<file path="src/rtl/lcd_bus_driver.sv">
// HD44780-compatible 8-bit write-only bus driver: power-on init, then one
// command (dr/direc) or data byte (wr/dbi) per request with full bus timing.
module lcd_bus_driver #(
  parameter int T_PWR  = 300000,
  parameter int T_AS   = 2,
  parameter int T_EPW  = 10,
  parameter int T_AH   = 2,
  parameter int T_EXEC = 800,
  parameter int T_LONG = 32000
) (
  input  logic       clk2,
  input  logic       rst,
  input  logic       wr,
  input  logic       dr,
  input  logic [7:0] dbi,
  input  logic [7:0] direc,
  output logic       busy,
  output logic       init_done,
  output logic       overrun,
  output logic       lcd_rs,
  output logic       lcd_rw,
  output logic       lcd_e,
  output logic [7:0] lcd_db
);

  localparam int P_PWR  = (T_PWR  < 1) ? 1 : T_PWR;
  localparam int P_AS   = (T_AS   < 1) ? 1 : T_AS;
  localparam int P_EPW  = (T_EPW  < 1) ? 1 : T_EPW;
  localparam int P_AH   = (T_AH   < 1) ? 1 : T_AH;
  localparam int P_EXEC = (T_EXEC < 1) ? 1 : T_EXEC;
  localparam int P_LONG = (T_LONG < 1) ? 1 : T_LONG;

  function automatic int max2(input int a, input int b);
    return (a > b) ? a : b;
  endfunction

  localparam int P_MAX = max2(max2(P_PWR, P_LONG),
                              max2(max2(P_AS + 1, P_EPW), max2(P_AH, P_EXEC)));
  localparam int W     = $clog2(P_MAX + 1);

  typedef enum logic [2:0] {
    S_PWR_WAIT = 3'd0,
    S_LOAD     = 3'd1,
    S_SETUP    = 3'd2,
    S_EPULSE   = 3'd3,
    S_HOLD     = 3'd4,
    S_EXEC     = 3'd5,
    S_IDLE     = 3'd6
  } state_t;

  function automatic logic [7:0] init_rom(input logic [1:0] idx);
    case (idx)
      2'd0:    return 8'h38;
      2'd1:    return 8'h0C;
      2'd2:    return 8'h01;
      2'd3:    return 8'h06;
      default: return 8'h00;
    endcase
  endfunction

  state_t         r_state;
  logic [W-1:0]   r_cnt;
  logic [1:0]     r_idx;
  logic           r_busy;
  logic           r_init_done;
  logic           r_overrun;
  logic           r_rs;
  logic           r_rw;
  logic           r_e;
  logic [7:0]     r_db;

  logic [W-1:0]   w_lim;
  logic           w_long;
  logic           w_done;

  // Per-state terminal count; a normal-phase SETUP also absorbs the acceptance cycle.
  always_comb begin
    w_long = 1'b0;
    if ((r_rs == 1'b0) && (r_db[7:2] == 6'd0) && (r_db != 8'h00)) begin
      w_long = 1'b1;
    end else begin
      w_long = 1'b0;
    end
    w_lim = W'(0);
    case (r_state)
      S_PWR_WAIT: w_lim = W'(P_PWR - 1);
      S_SETUP: begin
        if (r_init_done) begin
          w_lim = W'(P_AS);
        end else begin
          w_lim = W'(P_AS - 1);
        end
      end
      S_EPULSE:   w_lim = W'(P_EPW - 1);
      S_HOLD:     w_lim = W'(P_AH - 1);
      S_EXEC: begin
        if (w_long) begin
          w_lim = W'(P_LONG - 1);
        end else begin
          w_lim = W'(P_EXEC - 1);
        end
      end
      default:    w_lim = W'(0);
    endcase
    w_done = (r_cnt == w_lim);
  end

  // Sequencer, bus registers and status flags.
  always_ff @(posedge clk2) begin
    if (rst) begin
      r_state     <= S_PWR_WAIT;
      r_cnt       <= W'(0);
      r_idx       <= 2'd0;
      r_busy      <= 1'b1;
      r_init_done <= 1'b0;
      r_overrun   <= 1'b0;
      r_rs        <= 1'b0;
      r_rw        <= 1'b0;
      r_e         <= 1'b0;
      r_db        <= 8'h00;
    end else begin
      r_cnt <= r_cnt + W'(1);
      r_rw  <= 1'b0;
      if ((dr || wr) && (r_state != S_IDLE)) begin
        r_overrun <= 1'b1;
      end
      case (r_state)
        S_PWR_WAIT: begin
          if (w_done) begin
            r_state <= S_LOAD;
            r_cnt   <= W'(0);
            r_idx   <= 2'd0;
          end
        end
        S_LOAD: begin
          r_rs    <= 1'b0;
          r_db    <= init_rom(r_idx);
          r_state <= S_SETUP;
          r_cnt   <= W'(0);
        end
        S_SETUP: begin
          if (w_done) begin
            r_state <= S_EPULSE;
            r_e     <= 1'b1;
            r_cnt   <= W'(0);
          end
        end
        S_EPULSE: begin
          if (w_done) begin
            r_state <= S_HOLD;
            r_e     <= 1'b0;
            r_cnt   <= W'(0);
          end
        end
        S_HOLD: begin
          if (w_done) begin
            r_state <= S_EXEC;
            r_cnt   <= W'(0);
          end
        end
        S_EXEC: begin
          if (w_done) begin
            r_cnt <= W'(0);
            if (!r_init_done && (r_idx != 2'd3)) begin
              r_idx   <= r_idx + 2'd1;
              r_state <= S_LOAD;
            end else begin
              r_init_done <= 1'b1;
              r_busy      <= 1'b0;
              r_state     <= S_IDLE;
            end
          end
        end
        S_IDLE: begin
          r_cnt <= W'(0);
          // Command wins a same-cycle collision; the data byte is lost.
          if (dr) begin
            r_rs    <= 1'b0;
            r_db    <= direc;
            r_busy  <= 1'b1;
            r_state <= S_SETUP;
            if (wr) begin
              r_overrun <= 1'b1;
            end
          end else if (wr) begin
            r_rs    <= 1'b1;
            r_db    <= dbi;
            r_busy  <= 1'b1;
            r_state <= S_SETUP;
          end
        end
        default: begin
          r_state <= S_PWR_WAIT;
          r_cnt   <= W'(0);
          r_busy  <= 1'b1;
          r_e     <= 1'b0;
        end
      endcase
    end
  end

  assign busy      = r_busy;
  assign init_done = r_init_done;
  assign overrun   = r_overrun;
  assign lcd_rs    = r_rs;
  assign lcd_rw    = r_rw;
  assign lcd_e     = r_e;
  assign lcd_db    = r_db;

endmodule

</file>
<file path="config.mk">
export PLATFORM = sky130hd
export DESIGN_NAME = lcd_bus_driver
export DESIGN_NICKNAME = d
export VERILOG_FILES = /design/src/rtl/lcd_bus_driver.sv
export SDC_FILE = /design/constraint.sdc
export NUM_CORES = 1
export LEC_CHECK = 0
export CORE_MARGIN = 1
export CORE_UTILIZATION = 55
export CTS_BUF_LIST = sky130_fd_sc_hd__clkbuf_8
export DETAILED_ROUTE_END_ITERATION = 6
export GPL_ROUTABILITY_DRIVEN = 1
export PLACE_DENSITY = 0.85
export SYNTH_ARGS = -nofsm -noshare
export SYNTH_HDL_FRONTEND = slang
export SYNTH_SLANG_ARGS = --single-unit
</file>
<file path="constraint.sdc">
create_clock -name clk2 -period 3.26 [get_ports clk2]
set_input_delay 0.652 -clock clk2 [delete_from_list [all_inputs] [get_ports clk2]]
set_output_delay 0.652 -clock clk2 [all_outputs]
set_load 0.05 [all_outputs]
</file>
Yosys cells after proc, flatten, opt, wreduce, memory -nomap -nowiden
Cells that the tools add are included.
- input bits: 20
- output and inout bits: 14
- logic and storage cells: 93
- register bits: 37
- add/subtract/negate cells: 2
- eq/ne operators: 20
- reductions and logical operators: 22
- multiplexer cells: 35
- bitwise gates (word level): 5
- operators by type and width (kind ; count):
    case mux 19 bit (5 select lines) ; 1
    case mux 8 bit (4 select lines) ; 1
    2-to-1 mux 3 bit ; 8
    case mux 3 bit (7 select lines) ; 1
    adder 19 x 1 -> 19 bit, second input constant ; 1
    equality test 19 bit ; 1
    2-to-1 mux 8 bit ; 2
    inequality test 2 bit, second input constant ; 8
    case mux 8 bit (2 select lines) ; 1
    2-to-1 mux 15 bit ; 1
    OR reduction 5 bit ; 3
    2-to-1 mux 1 bit ; 12
    equality test 3 bit, second input constant ; 3
    2-to-1 mux 2 bit ; 4
    AND reduction 4 bit ; 2
    nonzero test 8 bit ; 1
    equality test 3 x 2 -> 1 bit, second input constant ; 2
    logical NOT 6 bit ; 1
    inequality test 3 bit, second input constant ; 2
    case mux 1 bit (3 select lines) ; 2
    AND reduction 3 bit ; 2
    AND reduction 6 bit ; 1
    inverter 1 bit ; 5
    equality test 2 bit, second input constant ; 2
    13 further kinds ; 17

Depth between registers and ports, before layout
Gate-level depths: netlist (run 1).
- depth after elaboration: 9
- depth in mapped cells: 11
- gate-level depth less buffers: 8

Least setup slack after synthesis (run 1)
Ideal clock, no wire load.
- path type: reg-to-reg
- from: register r_db[7], in the netlist lcd_db[7]
- to: register r_idx[0]
- library setup time: 70 ps
- period minus slack after synthesis: 2649 ps
- path slack: 611 ps
- buffers on the path: 1
- arrival: 2578 ps
- data required time: 3190 ps
- stages on the path, launching flop included: 9
- cell sequence: dfxtp_1 > nor4_1 > o2111a_1 > mux2i_1 > nand2b_1 > or4_1 > buf_2 > or4_1 > a21oi_1
- word-level cells in the longest chain between the ends: 9
- elaborated cells between the ends (all ways): 11
- those cells by class: 3 x eq/ne; 3 x mux; 5 x reduce/logical
- ends and longest elaborated chain (element ; RTL line ; text):
    start: declaration ; 70 ; logic [7:0] r_db;
    start signal: assignment ; 137 ; r_db <= init_rom(r_idx);
    start signal: assignment ; 179 ; r_db <= direc;
    start signal: assignment ; 187 ; r_db <= dbi;
    logical NOT 6 bit ; 79 ; if ((r_rs == 1'b0) && (r_db[7:2] == 6'd0) && (r_db != 8'h00)) begin
    logical AND 1 bit ; 79 ;
    logical AND 1 bit (*) ; 79 ;
    2-to-1 mux 1 bit (*) ; 79 ;
    2-to-1 mux 15 bit (*) ; 97 ; if (w_long) begin
    case mux 19 bit (5 select lines) (*) ; 85 ; case (r_state)
    equality test 19 bit (*) ; 105 ; w_done = (r_cnt == w_lim);
    inequality test 2 bit (no line) ; n/a ;
    AND reduction 4 bit (no line) (*) ; n/a ;
    end signal: assignment ; 165 ; r_idx <= r_idx + 2'd1;
    end: declaration ; 63 ; logic [1:0] r_idx;
Every way passes the cells marked *; elsewhere a longest branch is shown, timed or not.
A chain may end at the register's enable or synchronous reset.

Worst setup path in the final report (run 1)
- from: register r_state[2]
- to: register r_idx[0]
- word-level cells in the longest chain between the ends: 5
- elaborated cells between the ends (all ways): 13
- those cells by class: 8 x eq/ne; 2 x mux; 3 x reduce/logical
- ends and longest elaborated chain (element ; RTL line ; text):
    start: declaration ; 61 ; state_t r_state;
    start signal: assignment ; 111 ; r_state <= S_PWR_WAIT;
    start signal: assignment ; 130 ; r_state <= S_LOAD;
    start signal: assignment ; 138 ; r_state <= S_SETUP;
    equality test 3 bit, or another cell as far along ; 85, 127 ;
    case mux 19 bit (5 select lines) ; 85 ;
    equality test 19 bit ; 105 ;
    inequality test 2 bit (no line) ; n/a ;
    AND reduction 4 bit (no line) ; n/a ;
Parallel ways exist; a longest one is shown, timed or not.

==> metrics.md, run 1 <==
| Metric | Value |
|---|---|
| Run status | finished clean |
| VDD IR max | 0.000248 V |
| Vias in the first global route | 1905 |
| Min Hold Slack | 0.479 ns |
| WS Path Type | reg -> reg |
| Full die area | 4160 um2 |
| Row count | 22 |
| Clock Sinks | 37 |
| Yosys top cell area share | 34.5% |
| Routed len/inst | 14.0 um |
| Clk_skew | 0.00175 ns |
| Achievable clock frequency | 0.337 GHz |
| Cts repair resizes | 0 |
| Syn Area/Cell | 7.81 um2 |
| Syn nets | 300 |
| Commonest cells post-synth | nor2_1 (48), dfxtp_1 (37), nand3_1 (19), a21oi_1 (16), xor2_1 (13) |
| H-tree levels | 2 |
| Gate Count Post-Synth | 275 |
| Tmin final | 2.97 ns |
| Placement-stage cell area | 2480 um2 |
| Fin crit share | 91.1% |
| Synthesis-stage register bit count | 37 |
| Ys async rst share | 0% |
| Most used cell, CP | or4_1 |
| 1st-pass router iterations | 4 |
| Post-synth top flop | dfxtp_1 |
| Crit path DAT | 3.18 ns |
| Seq/Total Area, Yosys | 34.5% |
| # hold bufs at CTS | 0 |
| Hold Vio Cnt, Final | 0 |
| Die Height | 64.5 um |
| Via count | 2037 |
| Initial DRC count | 107 |
| Max Root-Sink Buffers | 2 |
| Max-slew headroom | 51.4% |
| Post-CTS Setup Inserts | 0 |
| Post-synth EDFFs | 0 |
| Crit path cell chain | nor3_1, nor4_1, o221ai_2, nand2b_1, or4_1, or4_1, a21oi_1 |
| Post-Synthesis Cell Area | 2150 um2 |
| Initial antenna violation count | 0 |
| TritonCTS clock tree | done |
| Finished Layout Cells | 349 |
| Largest net degree at the start of global routing | 20 |
| Diode count | 0 |
| Routability Congestion | 0.882 |
| Max cap viols | 0 |
| HPWL after DPL | 3490 um |
| Reg2reg setup slack | 0.29 ns |
| Design area | 2570 um2 |
| Routed Antenna Nets | 0 |
| Critical path's slowest cell | dfxtp_1 |
| CP required | 3.47 ns |
| Clock-pin slew on the worst setup and hold paths | 0.07 ns |
| Share of cells above drive strength 1 | 6.31% |
| Worst path max stage delay | 0.66 ns |
| Initial Utilization | 57.8% |
| Delay-heaviest family, CP | simple AND/OR/NAND/NOR gates |
| Ports | 34 |
| Placeable Area | 3720 um2 |
| RSZ-0062 raised after global routing | false |
| IO Port Bufs | 32 |
| Final #Nets | 325 |
| Slew Viols, Final | 0 |
| CP Capture Type | flop |
| Setup TNS Final | 0 ns |
| Cell taking the most area after synthesis | dfxtp_1 |
| Grt ovf | 0 |
| CTS Buf Count | 5 |
| Pwr/cell area | 334 nW/um2 |
| CTS root buf | clkbuf_8 |
| Tightest Hold Check Type | reg -> reg |
| Buf/Inv on CP | 0 |
| CP max FO | 17 |
| Top-count cell post-synth | nor2_1 |
| Warnings from Yosys | 0 |
| Clk_lat worst skew | 0.29 ns |
| Startpoint types | flop |
| Dpl cells | 341 |
| Worst Tran Pin Value | 0.726 ns |
| Drt drc | 0 |
| Die Span X | 64.5 um |
| LEAKAGE | 0.956 nW |
| Synth unique cells | 48 |
| First-pass GRT wire length | 8240 um |
| Overall Global Routing Usage | 25.2% |
| Synth top area cells | dfxtp_1 (34%), nor2_1 (8.4%), xor2_1 (5.3%) |
| Final setup violation count | 0 |
| Layout area overhead | 19.6% |
| Routed vias/inst | 5.84 |
| Final WL | 4890 um |
==> final cells by class <==
class,instances,area (um2)
multi-input cells,213,1300
fillers,321,1150
flip-flops and latches,37,741
repair buffers,36,350
clock buffers,5,68.8
well taps,48,60.1
inverters,7,26.3
clock inverters,3,22.5
==> path summary, 6_finish.rpt <==
kind                    from       end  cells after the start
setup / recovery  r_state[2]  r_idx[0]                      7
hold / removal       overrun   overrun                      2
setup reg to reg  r_state[2]  r_idx[0]                      7
hold reg to reg      overrun   overrun                      2
==> cells in the final DEF (no fill, tap or decap), drive strengths merged, types with 3 or more instances in the layout <==
cell,Yosys,routed
ha,5,5
xor2,13,13
clkbuf,10,5
xnor2,7,7
nor4bb,3,3
o21ai,11,11
nand3,19,19
a22oi,3,3
dfxtp,37,37
or2,3,3
nor3,9,9
mux2i,6,6
or3,3,3
nor2,48,48
clkinv,0,3
clkdlybuf4s50,0,32
nor4,6,6
buf,8,4
a21oi,16,16
and3,9,9
a211oi,5,5
or4,4,4
nand2,12,12
inv,7,7
a31oi,3,3
==> worst min-delay path: stages, from the launching register on <==
cell,delay (ns)
dfxtp_1,0.33
nor2_1,0.05
nor2_1,0.07
==> cells by family (layout without fill, tap and decap cells) <==
group	Yosys count	in the layout	synth area share [%]
AND/OR/NAND/NOR	125	125	28.9
XOR/XNOR	20	20	8.16
multiplexers	8	8	3.85
adder cells (fa/ha/maj)	6	6	3.38
other	1	1	0.175
flip-flops	37	37	34.5
AO/OA/AOI/OAI	53	53	16.1
buffers and inverters	25	51	4.95
==> metal layers <==
metal | track usage, % | up-vias | routed length [um]
met2 | 43.2 | 75 | 2380
met1 | 30.2 | 927 | 2110
met3 | 5.28 | 12 | 314
li1 | - | 1023 | -
met4 | 11.1 | 0 | 89
met5 | 0 | - | 0
==> power by group <==
part | switching [mW] | internal [mW]
Combinational | 0.0347 | 0.0385
Clock | 0.168 | 0.151
Sequential | 0.00811 | 0.457
==> state kept, by name, indices dropped and copies added, names as in the netlist <==
name / flops
lcd_db: 8
overrun: 1
busy: 1
init_done: 1
lcd_e: 1
lcd_rs: 1
r_state: 3
r_idx: 2
r_cnt: 19
==> per-stage QoR <==
step | util, % | power, mW | worst slack (ns)
4_1_cts | 69.1 | 0.867 | 0.351
3_5_place_dp | 66.7 | 0.548 | 0.386
2_1_floorplan | - | 0.516 | 0.611
3_3_place_gp | 66.7 | 0.547 | 0.496
5_1_grt | 69.1 | 0.892 | 0.0983
6_report | 69.1 | 0.858 | 0.289
No activity file was read; power rests on OpenSTA's default activity.
==> run 2, diff against run 1 <==
Settings changed: RECOVER_POWER from default to 100.
==> run 2 against run 1 <==
Net effect: maximum frequency grew 0.78%; sequential power hardly changed; hold slack worse by 0.0048 ns; sequential share of layout area up 0.14 points; die area unchanged; largest cell class unchanged; sequential cell count did not move; clock power about the same; final cell count is the same; combinational power decreased by 2%; worst setup slack better by 0.023 ns.
==> metrics.md, run 2 (synthesized netlist as in run 1, its figures left out) <==
| Metric | Value |
|---|---|
| CTS root buf | clkbuf_8 |
| Pwr/cell area | 335 nW/um2 |
| TritonCTS clock tree | done |
| Full die area | 4160 um2 |
| Vias in the first global route | 1905 |
| Net Sw Power | 0.211 mW |
| Initial Utilization | 57.8% |
| R2R cell count | 7 |
| Int Pwr | 0.645 mW |
| Max-slew headroom | 51.2% |
| Delay-heaviest family, CP | simple AND/OR/NAND/NOR gates |
| Share of cells above drive strength 1 | 5.32% |
| Largest net degree at the start of global routing | 20 |
| WHS Path Cells | 2 |
| Fillers | 320 |
| Tightest Hold Check Type | reg -> reg |
| Final setup violation count | 0 |
| Layout area overhead | 19.1% |
| Min Hold Slack | 0.474 ns |
| CP max FO | 17 |
| Post-route core utilization | 68.8% |
| Routed Antenna Nets | 0 |
| Buf/Inv on CP | 0 |
| Run status | finished clean |
| Routability Congestion | 0.882 |
| Hold Vio Cnt, Final | 0 |
| Routed len/inst | 14.1 um |
| Most common cell after layout, fill and taps aside | nor2_1 |
| Fin crit share | 90.4% |
| Crit path DAT | 3.16 ns |
| Critical path's slowest cell | dfxtp_1 |
| Worst path max stage delay | 0.64 ns |
| Routed vias/inst | 5.87 |
| Reg2reg setup slack | 0.31 ns |
| First-pass GRT wire length | 8240 um |
| IO Port Bufs | 32 |
| Flop pwr share | 54.3% |
| Initial antenna violation count | 0 |
| # hold bufs at CTS | 0 |
| R2R Path Start | r_state[2] |
| Ports | 34 |
| Finished Layout Cells | 349 |
| Max reg flops | 19 |
| Worst Tran Pin Value | 0.729 ns |
| Sw frac | 24.7% |
| Grt ovf | 0 |
| Startpoint types | flop |
| Clock-pin slew on the worst setup and hold paths | 0.07 ns |
| CTS Buf Count | 5 |
| Most used cell, CP | or4_1 |
| Tmin final | 2.95 ns |
| Clock Sinks | 37 |
| RSZ-0062 raised after global routing | false |
| Diode count | 0 |
| Clk_skew | 0.00185 ns |
| Hold worst-path end | overrun |
| Combinational fraction of design power | 8.4% |
| Placeable Area | 3720 um2 |
| CP Capture Type | flop |
| Largest reg by FF count | r_cnt |
| Drt drc | 0 |
| Die Height | 64.5 um |
| Overall Global Routing Usage | 25.2% |
| 1st-pass router iterations | 4 |
| Via count | 2049 |
| Hold wc startpoint | overrun |
| VDD IR max | 0.000248 V |
| WS Path Type | reg -> reg |
| Clk_lat worst skew | 0.29 ns |
| Most frequent cells in the layout | nor2_1 (48), dfxtp_1 (37), nand3_1 (19), clkdlybuf4s50_1 (18), a21oi_1 (16) |
| Slew Viols, Final | 0 |
| Cts repair resizes | 0 |
| CP required | 3.47 ns |
| HPWL after DPL | 3490 um |
| Clk pwr share | 37.4% |
| Row count | 22 |
| Initial DRC count | 106 |
| Dpl cells | 341 |
| Achievable clock frequency | 0.339 GHz |
| H-tree levels | 2 |
| Max Root-Sink Buffers | 2 |
| Max cap viols | 0 |
| R2R Path End | r_idx[0] |
| LEAKAGE | 0.987 nW |
| Setup TNS Final | 0 ns |
| Final #Nets | 325 |
| Post-CTS Setup Inserts | 0 |
| Crit path cell chain | nor3_1, nor4_1, o221ai_1, nand2b_1, or4_1, or4_1, a21oi_1 |
| Final WL | 4900 um |
| Die Span X | 64.5 um |
run 2: cell count changes in the layout (fill, tap and decap cells not counted):
cell and delta:
clkdlybuf4s50_1 -14, dlygate4sd3_1 +14, buf_4 -2, clkbuf_1 +1, clkbuf_2 +1, mux2_1 +1
mux2_2 -1, o221ai_1 +1, o221ai_2 -1
run 2: layout make-up:
type | count | area (um2) | share of cell area [%]
Tap cell | 48 | 60.1 | 2.35
Multi-Input combinational cell | 213 | 1290 | 50.6
Timing Repair Buffer | 36 | 344 | 13.5
Sequential cell | 37 | 741 | 29.0
Clock buffer | 5 | 68.8 | 2.69
Clock inverter | 3 | 22.5 | 0.881
Inverter | 7 | 26.3 | 1.03
run 2: worst max path at each step:
| stage | startpoint | to | slack (ns) | depth (start not counted) |
|---|---|---|---|---|
| 3_3_place_gp | r_state[2] | r_idx[0] | 0.50 | 7 |
| 2_1_floorplan | lcd_db[7] | r_idx[0] | 0.61 | 8 |
| 3_5_place_dp | r_state[2] | r_idx[0] | 0.39 | 7 |
| 6_report | r_state[2] | r_idx[0] | 0.31 | 7 |
| 4_1_cts | r_state[2] | r_idx[0] | 0.35 | 7 |
| 5_1_grt | r_state[2] | r_idx[0] | 0.05 | 7 |
run 2: power by group through the flow:
stage                     clock, mW  sequential (mW)  combinational (mW)
after CTS                     0.329            0.465              0.0737
after global routing          0.346            0.466              0.0781
after global placement            0            0.475              0.0722
after detailed placement          0            0.475              0.0730
after floorplan                   0            0.477              0.0385
final                         0.320            0.465              0.0716
run 2: through the flow:
stage               area, um2  setup WS [ns]  power (mW)
floorplan                2150          0.611       0.516
global placement         2480          0.496       0.547
detailed placement       2480          0.386       0.548
CTS                      2570          0.351       0.867
global route             2560         0.0550       0.890
finish                   2560          0.312       0.856
run 2: worst min-delay path, delay by kind of cell, from the launching register on:
family,cells,cell delay [ns]
flops,1,0.33
simple gates,2,0.12
run 2: layer usage:
metal | global-route usage, % | wire (um) | up-vias
li1 | - | - | 1025
met1 | 30.2 | 2150 | 941
met2 | 43.2 | 2370 | 70
met3 | 5.28 | 291 | 13
met4 | 11.1 | 93 | 0
met5 | 0 | 0 | -
